==> src/rtl/rom_fetch_arbiter_pkg.sv <==
// Shared constants and helpers for the instruction ROM fetch arbiter.
// Bus widths, enable levels, response port codes and the starvation default.
// Also provides the counter-width and alignment helpers used by the RTL.
package rom_fetch_arbiter_pkg;

  localparam int INST_ADDR_BUS = 32;
  localparam int INST_DATA_BUS = 32;

  localparam logic ENABLE  = 1'b1;
  localparam logic DISABLE = 1'b0;

  localparam logic [INST_DATA_BUS-1:0] ZERO_WORD = '0;

  // Owner codes carried on rsp_port.
  localparam logic PORT_IF  = 1'b0;
  localparam logic PORT_DBG = 1'b1;

  localparam int STARVE_LIMIT_DEFAULT = 4;

  // Bits needed to hold 0..limit; at least one bit so a zero limit still elaborates.
  function automatic int cnt_width(input int limit);
    return (limit < 1) ? 1 : $clog2(limit + 1);
  endfunction

  // Instruction words are 4-byte aligned.
  function automatic logic is_aligned(input logic [1:0] lsb);
    return (lsb == 2'b00);
  endfunction

endpackage

==> src/rtl/rom_fetch_arbiter_if.sv <==
// Bundle of requester, response and ROM signals around the fetch arbiter.
// Ports: if_* (IF fetch), dbg_* (debug read), rsp_* (registered response), rom_* (ROM port).
// slave = the arbiter's view; master = the surrounding pipeline/debug/ROM view.
interface rom_fetch_arbiter_if
  import rom_fetch_arbiter_pkg::*;
#(
  parameter int ADDR_W = INST_ADDR_BUS,
  parameter int DATA_W = INST_DATA_BUS
);

  // IF-stage fetch requester
  logic              if_req;
  logic [ADDR_W-1:0] if_addr;
  logic              if_ack;
  logic              if_stall;

  // Debug / loader requester
  logic              dbg_req;
  logic [ADDR_W-1:0] dbg_addr;
  logic              dbg_ack;

  // Registered response, one cycle after the grant
  logic              rsp_valid;
  logic              rsp_port;
  logic [DATA_W-1:0] rsp_data;
  logic              rsp_err;

  // Combinational ROM read port
  logic              rom_ce;
  logic [ADDR_W-1:0] rom_addr;
  logic [DATA_W-1:0] rom_data;

  modport slave (
    input  if_req, if_addr, dbg_req, dbg_addr, rom_data,
    output if_ack, if_stall, dbg_ack,
    output rsp_valid, rsp_port, rsp_data, rsp_err,
    output rom_ce, rom_addr
  );

  modport master (
    output if_req, if_addr, dbg_req, dbg_addr, rom_data,
    input  if_ack, if_stall, dbg_ack,
    input  rsp_valid, rsp_port, rsp_data, rsp_err,
    input  rom_ce, rom_addr
  );

endinterface

==> src/rtl/rom_fetch_arbiter_starve_counter.sv <==
// Saturating count of consecutive IF wins while the debug port waits.
// Ports: clock/reset; inc (IF won over a pending debug), clr (debug granted or idle), sat (limit reached).
// Clear has priority over increment; the count parks at LIMIT and never wraps.
module rom_starve_counter
  import rom_fetch_arbiter_pkg::*;
#(
  parameter int LIMIT = STARVE_LIMIT_DEFAULT
) (
  input  logic clock,
  input  logic reset,
  input  logic inc,
  input  logic clr,
  output logic sat
);

  localparam int W = cnt_width(LIMIT);
  localparam logic [W-1:0] MAX = W'(LIMIT);

  logic [W-1:0] cnt;

  always_ff @(posedge clock or negedge reset) begin
    if (!reset) begin
      cnt <= '0;
    end else if (clr) begin
      cnt <= '0;
    end else if (inc && (cnt != MAX)) begin
      cnt <= cnt + W'(1);
    end
  end

  assign sat = (cnt == MAX);

endmodule

==> src/rtl/rom_fetch_arbiter.sv <==
// Shares the combinational instruction ROM port between IF fetch (port 0) and debug reads (port 1).
// Ports: clock, reset (async active-low), bus (slave modport: requests, acks, response, ROM drive).
// One grant per cycle, response registered one cycle later; IF has priority unless debug is starved.
module rom_fetch_arbiter
  import rom_fetch_arbiter_pkg::*;
#(
  parameter int ADDR_W       = INST_ADDR_BUS,
  parameter int DATA_W       = INST_DATA_BUS,
  parameter int STARVE_LIMIT = STARVE_LIMIT_DEFAULT
) (
  input  logic                clock,
  input  logic                reset,
  rom_fetch_arbiter_if.slave  bus
);

  logic              sat;
  logic              grant_if;
  logic              grant_dbg;
  logic              grant;
  logic              gnt_port;
  logic [ADDR_W-1:0] gnt_addr;
  logic              aligned;
  logic              rom_go;

  logic              rsp_valid_q;
  logic              rsp_port_q;
  logic [DATA_W-1:0] rsp_data_q;
  logic              rsp_err_q;

  // Debug wins when it is alone or once IF has won STARVE_LIMIT times in a row against it.
  always_comb begin
    grant_dbg = bus.dbg_req & (~bus.if_req | sat);
    grant_if  = bus.if_req & ~grant_dbg;
    grant     = grant_if | grant_dbg;
    gnt_port  = grant_dbg ? PORT_DBG : PORT_IF;
    gnt_addr  = grant_dbg ? bus.dbg_addr : bus.if_addr;
    aligned   = is_aligned(gnt_addr[1:0]);
    rom_go    = grant & aligned;
  end

  // A misaligned grant is still acked (it gets an error response) but never reaches the ROM.
  assign bus.if_ack   = grant_if;
  assign bus.dbg_ack  = grant_dbg;
  assign bus.if_stall = bus.if_req & ~grant_if;
  assign bus.rom_ce   = rom_go ? ENABLE : DISABLE;
  assign bus.rom_addr = rom_go ? gnt_addr : '0;

  rom_starve_counter #(
    .LIMIT (STARVE_LIMIT)
  ) u_starve (
    .clock (clock),
    .reset (reset),
    .inc   (grant_if & bus.dbg_req),
    .clr   (grant_dbg | ~bus.dbg_req),
    .sat   (sat)
  );

  // Data and owner hold between responses; the error flag only qualifies a live response.
  always_ff @(posedge clock or negedge reset) begin
    if (!reset) begin
      rsp_valid_q <= 1'b0;
      rsp_port_q  <= PORT_IF;
      rsp_data_q  <= '0;
      rsp_err_q   <= 1'b0;
    end else begin
      rsp_valid_q <= grant;
      if (grant) begin
        rsp_port_q <= gnt_port;
        rsp_err_q  <= ~aligned;
        rsp_data_q <= aligned ? bus.rom_data : DATA_W'(ZERO_WORD);
      end else begin
        rsp_err_q  <= 1'b0;
      end
    end
  end

  assign bus.rsp_valid = rsp_valid_q;
  assign bus.rsp_port  = rsp_port_q;
  assign bus.rsp_data  = rsp_data_q;
  assign bus.rsp_err   = rsp_err_q;

endmodule

==> src/flat_wrapper.sv <==
// flat-port wrapper written by rule: the top's interface ports become plain ports
module rom_fetch_arbiter_flat import rom_fetch_arbiter_pkg::*;
#(
  parameter int ADDR_W       = INST_ADDR_BUS,
  parameter int DATA_W       = INST_DATA_BUS,
  parameter int STARVE_LIMIT = STARVE_LIMIT_DEFAULT
)
  (clock, reset, bus_if_req, bus_if_addr, bus_dbg_req, bus_dbg_addr, bus_rom_data, bus_if_ack, bus_if_stall, bus_dbg_ack, bus_rsp_valid, bus_rsp_port, bus_rsp_data, bus_rsp_err, bus_rom_ce, bus_rom_addr);
  rom_fetch_arbiter_if #(.ADDR_W(ADDR_W), .DATA_W(DATA_W)) bus_i ();
  input  logic clock;
  input  logic reset;
  input wire logic [$bits(bus_i.if_req)-1:0] bus_if_req;
  input wire logic [$bits(bus_i.if_addr)-1:0] bus_if_addr;
  input wire logic [$bits(bus_i.dbg_req)-1:0] bus_dbg_req;
  input wire logic [$bits(bus_i.dbg_addr)-1:0] bus_dbg_addr;
  input wire logic [$bits(bus_i.rom_data)-1:0] bus_rom_data;
  output wire logic [$bits(bus_i.if_ack)-1:0] bus_if_ack;
  output wire logic [$bits(bus_i.if_stall)-1:0] bus_if_stall;
  output wire logic [$bits(bus_i.dbg_ack)-1:0] bus_dbg_ack;
  output wire logic [$bits(bus_i.rsp_valid)-1:0] bus_rsp_valid;
  output wire logic [$bits(bus_i.rsp_port)-1:0] bus_rsp_port;
  output wire logic [$bits(bus_i.rsp_data)-1:0] bus_rsp_data;
  output wire logic [$bits(bus_i.rsp_err)-1:0] bus_rsp_err;
  output wire logic [$bits(bus_i.rom_ce)-1:0] bus_rom_ce;
  output wire logic [$bits(bus_i.rom_addr)-1:0] bus_rom_addr;
  assign bus_i.if_req = bus_if_req;
  assign bus_i.if_addr = bus_if_addr;
  assign bus_i.dbg_req = bus_dbg_req;
  assign bus_i.dbg_addr = bus_dbg_addr;
  assign bus_i.rom_data = bus_rom_data;
  assign bus_if_ack = bus_i.if_ack;
  assign bus_if_stall = bus_i.if_stall;
  assign bus_dbg_ack = bus_i.dbg_ack;
  assign bus_rsp_valid = bus_i.rsp_valid;
  assign bus_rsp_port = bus_i.rsp_port;
  assign bus_rsp_data = bus_i.rsp_data;
  assign bus_rsp_err = bus_i.rsp_err;
  assign bus_rom_ce = bus_i.rom_ce;
  assign bus_rom_addr = bus_i.rom_addr;
  rom_fetch_arbiter #(.ADDR_W(ADDR_W), .DATA_W(DATA_W), .STARVE_LIMIT(STARVE_LIMIT)) u_core (.clock(clock), .reset(reset), .bus(bus_i));
endmodule
==> config.mk <==
export PLATFORM = sky130hd
export DESIGN_NAME = rom_fetch_arbiter_flat
export DESIGN_NICKNAME = d
export VERILOG_FILES = /design/src/rtl/rom_fetch_arbiter_pkg.sv /design/src/rtl/rom_fetch_arbiter_if.sv /design/src/rtl/rom_fetch_arbiter_starve_counter.sv /design/src/rtl/rom_fetch_arbiter.sv /design/src/flat_wrapper.sv
export SDC_FILE = /design/constraint.sdc
export NUM_CORES = 1
export LEC_CHECK = 0
export CAP_MARGIN = 20
export CORE_MARGIN = 3
export CORE_UTILIZATION = 30
export CTS_CLUSTER_SIZE = 40
export DETAILED_ROUTE_END_ITERATION = 10
export PLACE_DENSITY = 0.77
export REMOVE_ABC_BUFFERS = 1
export SLEW_MARGIN = 15
export SYNTH_ARGS = -nofsm -noshare
export SYNTH_HDL_FRONTEND = slang
export SYNTH_SLANG_ARGS = --single-unit
==> constraint.sdc <==
create_clock -name clock -period 1.6 [get_ports clock]
set_input_delay 0.16 -clock clock [delete_from_list [all_inputs] [get_ports clock]]
set_output_delay 0.16 -clock clock [all_outputs]
set_load 0.03 [all_outputs]
==> results of run 1 <==
-- per-layer routing --
layer  global-route usage, %  up-vias  wire [um]
li1                        -     1298          -
met1                    24.6     1300       3520
met2                    36.8      130       4640
met3                    7.42       22        924
met4                    7.02        0        245
met5                       0        -          0
-- flip-flops by register name, summed over array words and instances, names as in the netlist --
register	flops
u_core.bus.rsp_err	1
u_core.u_starve.cnt	3
u_core.bus.rsp_valid	1
u_core.bus.rsp_port	1
u_core.bus.rsp_data	32
-- how the worst max path moves through the flow --
stage,end,slack [ps]
2_1_floorplan,u_core.bus.rsp_err,-1650
3_3_place_gp,bus_rom_addr[25],-170
3_5_place_dp,u_core.bus.rsp_data[15],-220
4_1_cts,bus_rom_addr[7],-480
5_1_grt,bus_rom_addr[14],-530
6_report,bus_rom_addr[14],-410
-- repair_timing --
action                     4_1_cts  5_1_grt
cloned                           4        3
resized for setup               64       79
hold buffers                     1        0
pin swaps                       20       29
setup buffers                    5        2
hold endpoints to repair        38        0
setup endpoints to repair       67       67
-- metrics by stage --
step	power, mW	utilization (%)	hold slack, ps
floorplan	1.44	-	-136
global placement	2.01	58.2	233
detailed placement	2.02	58.2	246
CTS	2.75	63.5	398
global route	2.94	68.8	416
finish	2.81	68.8	416
-- worst register-to-register path, stage by stage, from the launching register on --
cell,delay (ps)
dfrtp_1,390
inv_2,80
ha_4,140
nand2_4,60
a21bo_4,250
buf_6,140
mux2i_4,200
buf_8,170
buf_16,140
and2_4,150
-- final cells by class --
type | instances | area share, %
Clock buffer | 7 | 1.62
Inverter | 5 | 0.556
Multi-Input combinational cell | 207 | 28.6
Sequential cell | 38 | 20.1
Tap cell | 96 | 2.54
Timing Repair Buffer | 204 | 46.6
-- power breakdown --
group	switching, mW	internal, mW
registers	0.0295	1.02
clock network	0.313	0.300
logic	0.563	0.587
total	0.906	1.90
-- kinds of logic after synthesis --
group / synth area share [%]
simple gates: 28.2
compound gates: 16.7
flops: 44.3
buf+inv: 7.92
mux: 1.52
fa+ha+maj: 1.17
other cells: 0.175
-- cell usage in the layout (no fill, tap or decap), types with 2 or more instances in the layout --
| cell | count |
|---|---|
| inv_2 | 3 |
| buf_16 | 3 |
| nor2_1 | 2 |
| nand3_2 | 20 |
| conb_1 | 2 |
| and2_4 | 2 |
| clkdlybuf4s50_1 | 133 |
| a21oi_2 | 25 |
| clkbuf_8 | 5 |
| buf_12 | 8 |
| clkbuf_1 | 2 |
| o21ai_1 | 3 |
| buf_6 | 29 |
| nor2_2 | 2 |
| nand2_1 | 65 |
| nand3_1 | 40 |
| o21ai_2 | 29 |
| nor2_4 | 2 |
| buf_8 | 2 |
| a21oi_1 | 5 |
| clkbuf_16 | 3 |
| buf_4 | 24 |
| dfrtp_1 | 38 |
==> summary.txt, run 1 <==
Placement
  • Routability congestion estimate: 0.823
  • Post-placement cell count: 537
  • Port bufs: 168
  • Post-DP HPWL: 6.14 mm
  • Area after DPL: 4000 um2
  • Pre-CTS setup slack: -217 ps

Drt
  • Iter 0 DRT Violations: 68
  • Via density: 4.94
  • Wire per inst: 16.8 um
  • Router iterations before antenna repair: 4
  • DRT Wirelength: 9.33 mm
  • Vias: 2,750
  • DRC violation count after routing: 0
  • Antenna Violating Nets Remaining: 0

Critical path
  • Max stage delay on crit path: 390 ps
  • Crit. End Element: output pin
  • Critical path arrival: 1850 ps
  • Setup CP Type: flop to output pin
  • Slowest-stage cell, CP: dfrtp_1
  • Worst EP required: 1440 ps
  • Crit start category: flop
  • Worst R2R Path Depth: 9
  • CP Depth: 9
  • CP Cell Sequence: inv_2 -> ha_4 -> nand2_4 -> a21bo_4 -> inv_8 -> clkbuf_16 -> nand3_1 -> a21oi_2 -> buf_6
  • CP Max Fanout: 8
  • Worst Setup SP: u_core.u_starve.cnt[0]
  • Crit path buf inv count: 4
  • FF-to-FF End: u_core.bus.rsp_err
  • Largest delay share family, worst path: buffers and inverters
  • Reg2reg setup slack: -210 ps
  • R2R Path Start: u_core.u_starve.cnt[0]

Outcome
  • Failing checks: negative setup slack
  • Status: complete, but fails checks

Synthesis
  • Synth area leader: dfrtp_1
  • Post-synth ARST share: 100%
  • Synth area leaders: dfrtp_1 44%, nand3_1 14%, nand2_1 12%
  • Synth cell types: 22
  • Synth Cell Area: 2150 um2
  • Mapped Cells: 276
  • Yosys reg bits: 38
  • Post-synth top area share: 44.3%
  • EDFF count, synth: 0
  • Warnings, synthesis: 0
  • Ys flop type: dfrtp_1
  • Avg Cell Area, Syn: 7.78 um2
  • Post-synthesis sequential area ratio: 44.3%
  • Most frequent cell after synthesis: nand2_1
  • Synth top cells by count: 66 x nand2_1, 60 x nand3_1, 38 x dfrtp_1

STA
  • Worst Skew: 6.17 ps
  • Setup WS post-layout: -415 ps
  • Maximum clock frequency: 496 MHz
  • Unrepaired setup endpoints after global routing: yes
  • Final setup fails: 67
  • Min Tclk post-route: 2010 ps
  • Fin crit share: 126%
  • Final Hold Vio Count: 0
  • Number of max-slew violations in the final report: 0
  • Setup TNS: -18,220 ps

Layout
  • Fin area: 4720 um2
  • Final #Nets: 563
  • Final std cells w/o fill: 557
  • Layout area overhead: 120%
  • Filler instances: 538
  • Proportion of layout cells with a drive suffix above 1: 35.4%
  • Diodes inserted: 0
  • Reg area: 951 um2
  • Multi-input gate area: 1350 um2

Global routing
  • Total congestion overflow: 0
  • Number of global-route vias before repair: 2,772
  • Tot GR Track Use: 21.3%
  • Global-route wire length before repair: 14.3 mm
  • Largest net degree at the start of global routing: 39
  • Number of antenna violations at the first check in global routing: 0

Power
  • Leak: 1.94 nW
  • Max VDD drop: 0.000738 V
  • P per Cell Area: 595 nW/um2

Clock network
  • Inserted Clock Buffers: 5
  • CTS root buffer: clkbuf_8
  • Clock tree buffer depth: 2
  • Clock slew at reported path FFs: 70 ps
  • Clk_lat worst skew: 280 ps
  • TritonCTS clock tree: built
  • H-Tree Level Count: 2
  • Clk sink count: 38

Worst hold path
  • Worst hold path startpoint: bus_rom_data[5]
  • Hold Path Class: input port to flop
  • Hold Crit Endpoint: u_core.bus.rsp_data[5]
  • WHS Path Cells: 3

Floorplan
  • # IOs: 171
  • Core area: 6870 um2
  • Initial Utilization: 31.3%
  • Num rows: 30
  • Die area: 8210 um2
  • Chip height: 90.6 um
  • Chip width: 90.6 um

Job
  • Max_cap viols: 0
Power figures use the tool's default switching activity.
==> run 2, diff against run 1 <==
--- a/config.mk
+++ b/config.mk
@@ -5,14 +5,16 @@
 export SDC_FILE = /design/constraint.sdc
 export NUM_CORES = 1
 export LEC_CHECK = 0
+export ABC_CLOCK_PERIOD_IN_PS = 1600
 export CAP_MARGIN = 20
 export CORE_MARGIN = 3
 export CORE_UTILIZATION = 30
 export CTS_CLUSTER_SIZE = 40
 export DETAILED_ROUTE_END_ITERATION = 10
-export PLACE_DENSITY = 0.77
+export PLACE_DENSITY = 0.76
 export REMOVE_ABC_BUFFERS = 1
 export SLEW_MARGIN = 15
 export SYNTH_ARGS = -nofsm -noshare
 export SYNTH_HDL_FRONTEND = slang
+export SYNTH_HIERARCHICAL = 1
 export SYNTH_SLANG_ARGS = --single-unit
==> summary.txt, run 2 <==
Global routing
  • Number of global-route vias before repair: 2,879
  • Number of antenna violations at the first check in global routing: 0
  • Largest net degree at the start of global routing: 39
  • Global-route wire length before repair: 14.6 mm
  • Tot GR Track Use: 21.1%
  • Total congestion overflow: 0

STA
  • Min Tclk post-route: 2190 ps
  • WHS: 407 ps
  • Fin crit share: 137%
  • Maximum clock frequency: 456 MHz
  • Setup TNS: -27,900 ps
  • Setup WS post-layout: -594 ps
  • Final Hold Vio Count: 0
  • Number of max-slew violations in the final report: 0
  • Worst Skew: 4.38 ps
  • Unrepaired setup endpoints after global routing: yes
  • Final setup fails: 69

Layout
  • Most common cell after layout, fill and taps aside: clkdlybuf4s50_1
  • Final #Nets: 582
  • Final std cells w/o fill: 580
  • Most frequent cells in the layout: 133 x clkdlybuf4s50_1, 64 x nand2_1, 38 x dfrtp_1, 36 x nand3_1, 30 x o21ai_2
  • Layout area overhead: 126%
  • Final core occ: 70.4%
  • Proportion of layout cells with a drive suffix above 1: 39.1%
  • Max reg flops: 32
  • Diodes inserted: 0
  • Fin area: 5130 um2

Synthesis
  • Synth area leader: dfrtp_1
  • Most frequent cell after synthesis: nand2_1
  • Post-synth ARST share: 100%
  • Synth cell types: 29
  • Warnings, synthesis: 6
  • Post-synthesis sequential area ratio: 42.0%
  • Mapped Cells: 283
  • Yosys reg bits: 38
  • Ys flop type: dfrtp_1
  • Synth Cell Area: 2270 um2
  • Avg Cell Area, Syn: 8.01 um2
  • Synth area leaders: dfrtp_1 42%, nand3_1 13%, nand2_1 11%
  • Post-synth top area share: 42.0%
  • EDFF count, synth: 0
  • Synth top cells by count: 64 x nand2_1, 60 x nand3_1, 38 x dfrtp_1

Drt
  • Antenna Violating Nets Remaining: 0
  • Iter 0 DRT Violations: 96
  • DRC violation count after routing: 0
  • Router iterations before antenna repair: 4
  • Via density: 5.01
  • DRT Wirelength: 10.3 mm
  • Vias: 2,905
  • Wire per inst: 17.8 um

Power
  • Power Internal: 2.00 mW
  • Max VDD drop: 0.000425 V
  • Share of total power in combinational logic: 42.1%
  • Final total power: 2.95 mW
  • P_sw: 950 uW
  • P per Cell Area: 576 nW/um2
  • Clock power frac: 22.5%
  • Leak: 2.09 nW
  • Seq pwr share: 35.4%
  • Switching power share of the total: 32.2%

Critical path
  • CP Max Fanout: 7
  • CP Cell Sequence: inv_2 -> ha_4 -> and2_4 -> nand2b_4 -> nand2_8 -> buf_12 -> buf_16 -> nand3_1 -> a21oi_2 -> buf_6
  • Crit. End Element: output pin
  • Max stage delay on crit path: 360 ps
  • Worst EP required: 1440 ps
  • Setup CP Type: flop to output pin
  • Slowest-stage cell, CP: dfrtp_1
  • Worst R2R Path Depth: 11
  • Reg2reg setup slack: -400 ps
  • R2R Path Start: u_core/u_starve/cnt[1]
  • Crit start category: flop
  • FF-to-FF End: u_core/bus.rsp_data[31]
  • Critical path arrival: 2030 ps

Floorplan
  • Chip height: 92.9 um
  • Num rows: 31
  • Initial Utilization: 31.1%
  • # IOs: 171
  • Chip width: 92.9 um
  • Core area: 7290 um2
  • Die area: 8630 um2

Placement
  • Port bufs: 168
  • Pre-CTS setup slack: -324 ps
  • Routability congestion estimate: 0.797
  • Area after DPL: 4270 um2
  • Post-DP HPWL: 6.37 mm
  • Post-placement cell count: 553

Clock network
  • Clock slew at reported path FFs: 70 ps
  • Inserted Clock Buffers: 5
  • Clock tree buffer depth: 2
  • CTS root buffer: clkbuf_8
  • TritonCTS clock tree: built
  • Clk_lat worst skew: 280 ps
  • Clk sink count: 38
  • H-Tree Level Count: 2

Worst hold path
  • Hold Crit Endpoint: u_core/bus.rsp_data[3]
  • WHS Path Cells: 3
  • Hold Path Class: input port to flop
  • Worst hold path startpoint: bus_rom_data[3]

Outcome
  • Failing checks: negative setup slack
  • Status: complete, but fails checks

Job
  • Max_cap viols: 0
run 2: area by class of cell:
class                           instances  area, um2
Clock inverter                          1       5.00
Sequential cell                        38        951
Fill cell                             534       2160
Inverter                                7       38.8
Multi-Input combinational cell        213       1510
Timing Repair Buffer                  215       2410
Tap cell                               99        124
Clock buffer                            7       86.3
run 2: per-layer routing:
metal	global-route usage (%)	vias to the layer above	share of wire [%]
li1	-	1352	-
met1	25.0	1382	38
met2	35.7	157	50
met3	7.96	14	10
met4	5.62	0	1.2
met5	0	-	0
run 2: worst max-delay path, delay by kind of cell, from the launching register on:
kind	cells	cell delay, ps
AOI/OAI and AO/OA	1	210
adders and majority gates	1	160
buffers and inverters	4	490
DFF	1	360
and+or+nand+nor	4	530
run 2: cells by family after synthesis:
family	Yosys count	synth area share (%)
compound gates	65	18.9
fa+ha+maj	2	1.10
other cells	1	0.165
flops	38	42.0
buf+inv	33	7.29
mux	3	2.10
simple gates	141	28.4
run 2: power groups by stage:
stage	combinational (mW)	clock [mW]	sequential [mW]
6_report	1.24	0.665	1.05
5_1_grt	1.31	0.737	1.05
4_1_cts	1.16	0.691	1.05
3_5_place_dp	1.02	0	1.06
3_3_place_gp	1.01	0	1.06
2_1_floorplan	0.296	0	1.17
run 2: worst max path at each step:
stage	from	to	slack, ps	cells past startpoint
finish	u_core/u_starve/cnt[1]	bus_rom_addr[25]	-590	10
floorplan	u_core/u_starve/cnt[0]	bus_rom_ce	-1100	7
CTS	u_core/u_starve/cnt[0]	bus_rom_addr[9]	-520	11
global placement	u_core/u_starve/cnt[0]	u_core/u_starve/cnt[0]	-300	8
global route	u_core/u_starve/cnt[0]	bus_rom_addr[25]	-680	10
detailed placement	u_core/u_starve/cnt[0]	u_core/u_starve/cnt[0]	-320	8
run 2: timing repair:
action | 4_1_cts | 5_1_grt
hold buffers | 1 | 0
resized for setup | 49 | 78
endpoints found under the hold margin | 38 | 0
setup buffers | 7 | 6
pin swaps | 23 | 46
endpoints found under the setup margin | 69 | 70
gates cloned | 6 | 2
==> run 3, diff against run 2 <==
--- a/config.mk
+++ b/config.mk
@@ -5,13 +5,14 @@
 export SDC_FILE = /design/constraint.sdc
 export NUM_CORES = 1
 export LEC_CHECK = 0
+export ABC_AREA = 1
 export ABC_CLOCK_PERIOD_IN_PS = 1600
 export CAP_MARGIN = 20
 export CORE_MARGIN = 3
 export CORE_UTILIZATION = 30
 export CTS_CLUSTER_SIZE = 40
 export DETAILED_ROUTE_END_ITERATION = 10
-export PLACE_DENSITY = 0.76
+export PLACE_DENSITY = 0.75
 export REMOVE_ABC_BUFFERS = 1
 export SLEW_MARGIN = 15
 export SYNTH_ARGS = -nofsm -noshare
==> summary.txt, run 3 <==
Global routing
  • Number of global-route vias before repair: 2,780
  • Tot GR Track Use: 18.9%
  • Global-route wire length before repair: 13.3 mm
  • Number of antenna violations at the first check in global routing: 0
  • Largest net degree at the start of global routing: 34
  • Total congestion overflow: 0

Drt
  • Wire per inst: 14.1 um
  • DRT Wirelength: 9.01 mm
  • DRC violation count after routing: 0
  • Vias: 2,904
  • Antenna Violating Nets Remaining: 0
  • Iter 0 DRT Violations: 91
  • Router iterations before antenna repair: 5
  • Via density: 4.54

Power
  • Clock power frac: 22.7%
  • Seq pwr share: 37.7%
  • P_sw: 923 uW
  • Share of total power in combinational logic: 39.6%
  • Power Internal: 1.85 mW
  • Max VDD drop: 0.000404 V
  • Leak: 2.36 nW
  • Switching power share of the total: 33.3%
  • P per Cell Area: 598 nW/um2

Layout
  • Filler instances: 612
  • Most common cell after layout, fill and taps aside: clkdlybuf4s50_1
  • Diodes inserted: 0
  • Most frequent cells in the layout: 133 x clkdlybuf4s50_1, 131 x nand2_1, 39 x buf_4, 38 x dfrtp_1, 34 x nand3_1
  • Layout area overhead: 104%
  • Multi-input gate area: 1280 um2
  • Max reg flops: 32
  • Fin area: 4630 um2
  • Proportion of layout cells with a drive suffix above 1: 26.7%
  • Final #Nets: 642
  • Reg area: 951 um2

Critical path
  • CP most frequent cell: inv_2
  • Crit start category: flop
  • Crit. End Element: output pin
  • Worst R2R Path Depth: 13
  • Reg2reg setup slack: -140 ps
  • Slowest-stage cell, CP: dfrtp_1
  • Setup CP Type: flop to output pin
  • FF-to-FF End: u_core/bus.rsp_data[2]
  • CP Max Fanout: 7
  • Worst EP required: 1440 ps
  • Critical path arrival: 1920 ps
  • R2R Path Start: u_core/u_starve/cnt[0]
  • Largest delay share family, worst path: buffers and inverters
  • Crit path buf inv count: 7
  • Max stage delay on crit path: 370 ps
  • CP Cell Sequence: inv_2 -> ha_4 -> nand2_4 -> inv_2 -> inv_2 -> nand2_4 -> nand2_8 -> buf_8 -> buf_12 -> nand2_2 -> nand2_2 -> inv_1 -> nor2_1 -> buf_4

STA
  • Setup WS post-layout: -483 ps
  • Final setup fails: 70
  • WHS: 339 ps
  • Final Hold Vio Count: 0
  • Maximum clock frequency: 480 MHz
  • Unrepaired setup endpoints after global routing: yes
  • Min Tclk post-route: 2080 ps
  • Worst Skew: 7.79 ps
  • Number of max-slew violations in the final report: 0
  • Fin crit share: 130%

Synthesis
  • Avg Cell Area, Syn: 6.48 um2
  • EDFF count, synth: 0
  • Mapped Cells: 350
  • Synth top cells by count: 163 x nand2_1, 42 x inv_1, 38 x dfrtp_1, 38 x nor2_1, 35 x nand3_1
  • Synth area leaders: dfrtp_1 42%, nand2_1 27%, nand3_1 7.7%
  • Most frequent cell after synthesis: nand2_1
  • Synth Cell Area: 2270 um2
  • Yosys reg bits: 38
  • Ys flop type: dfrtp_1
  • Post-synth ARST share: 100%
  • Post-synth top area share: 41.9%
  • Warnings, synthesis: 6
  • Post-synthesis sequential area ratio: 41.9%
  • Synth area leader: dfrtp_1
  • Synth cell types: 16

Clock network
  • Clk_lat worst skew: 280 ps
  • CTS root buffer: clkbuf_8
  • H-Tree Level Count: 2
  • Clock tree buffer depth: 2
  • Clock slew at reported path FFs: 80 ps
  • Clk sink count: 38
  • TritonCTS clock tree: built
  • Inserted Clock Buffers: 5

Floorplan
  • Core area: 7290 um2
  • Chip height: 93.0 um
  • Initial Utilization: 31.1%
  • Chip width: 93.0 um
  • Die area: 8640 um2
  • # IOs: 171
  • Num rows: 31

Placement
  • Port bufs: 168
  • Post-DP HPWL: 5.78 mm
  • Area after DPL: 4010 um2
  • Routability congestion estimate: 0.728

Job
  • Max_cap viols: 0

Outcome
  • Status: complete, but fails checks
  • Failing checks: negative setup slack

Worst hold path
  • Hold Path Class: input port to asynchronous set/reset pin
-- run 3: kinds of logic (layout without fill, tap and decap cells) --
family                     count (synthesis)  count (layout)  synth area share, %
adders and majority gates                  2               2                 1.10
buffers and inverters                     64             251                 12.9
DFF                                       38              38                 41.9
other                                      1               2                0.165
and+or+nand+nor                          245             247                 43.9
-- run 3: power by group through the flow --
stage	Clock [mW]	Combinational (mW)	Sequential (mW)
final	0.630	1.10	1.04
after global routing	0.698	1.17	1.05
after CTS	0.666	1.00	1.04
after detailed placement	0	0.927	1.06
after global placement	0	0.915	1.06
after floorplan	0	0.293	1.17
-- run 3: worst max path at each step --
stage                           start                to  slack (ps)  cells after the start
2_1_floorplan  u_core/u_starve/cnt[0]  bus_rom_addr[10]        -750                     11
3_3_place_gp   u_core/u_starve/cnt[0]  bus_rom_addr[21]        -220                     14
3_5_place_dp   u_core/u_starve/cnt[0]  bus_rom_addr[15]        -280                     12
4_1_cts        u_core/u_starve/cnt[0]  bus_rom_addr[21]        -490                     14
5_1_grt        u_core/u_starve/cnt[0]  bus_rom_addr[13]        -580                     14
6_report       u_core/u_starve/cnt[0]  bus_rom_addr[17]        -480                     14
-- run 3: final cells by class --
cell class                      instances  area share [%]
Clock inverter                          1           0.162
Tap cell                               99            2.67
Timing Repair Buffer                  200            43.6
Clock buffer                            6            1.57
Inverter                               44            3.84
Sequential cell                        38            20.5
Multi-Input combinational cell        251            27.6
-- run 3: worst reg2reg max path: cells and delay by family, from the launching register on --
| kind | cells | cell delay, ps |
|---|---|---|
| and+or+nand+nor | 7 | 590 |
| buffers and inverters | 5 | 480 |
| DFF | 1 | 400 |
| adders and majority gates | 1 | 140 |
-- run 3: routing by layer --
layer	vias to the layer above	part of all wire (%)	GRT usage [%]
li1	1412	-	-
met1	1340	39	22.7
met2	138	50	33.2
met3	14	9.7	5.61
met4	0	1.3	4.15
met5	-	0	0
-- run 3: repair_timing --
action,4_1_cts,5_1_grt
cloned,3,5
endpoints found under the hold margin,17,0
endpoints found under the setup margin,70,70
hold buffers,1,0
pin swaps,2,42
resized for setup,32,74
setup buffers,5,6
-- run 3: per-stage QoR --
stage / TNS (ps) / instances / worst slack (ps) / power (mW) / utilization (%)
after floorplan: -28440 / 331 / -748 / 1.46 / -
after global placement: -7090 / 614 / -220 / 1.98 / 54.9
after detailed placement: -11070 / 614 / -281 / 1.99 / 54.9
after CTS: -15250 / 630 / -487 / 2.71 / 59.2
after global routing: -25520 / 639 / -585 / 2.92 / 63.5
final: -18880 / 639 / -483 / 2.77 / 63.5
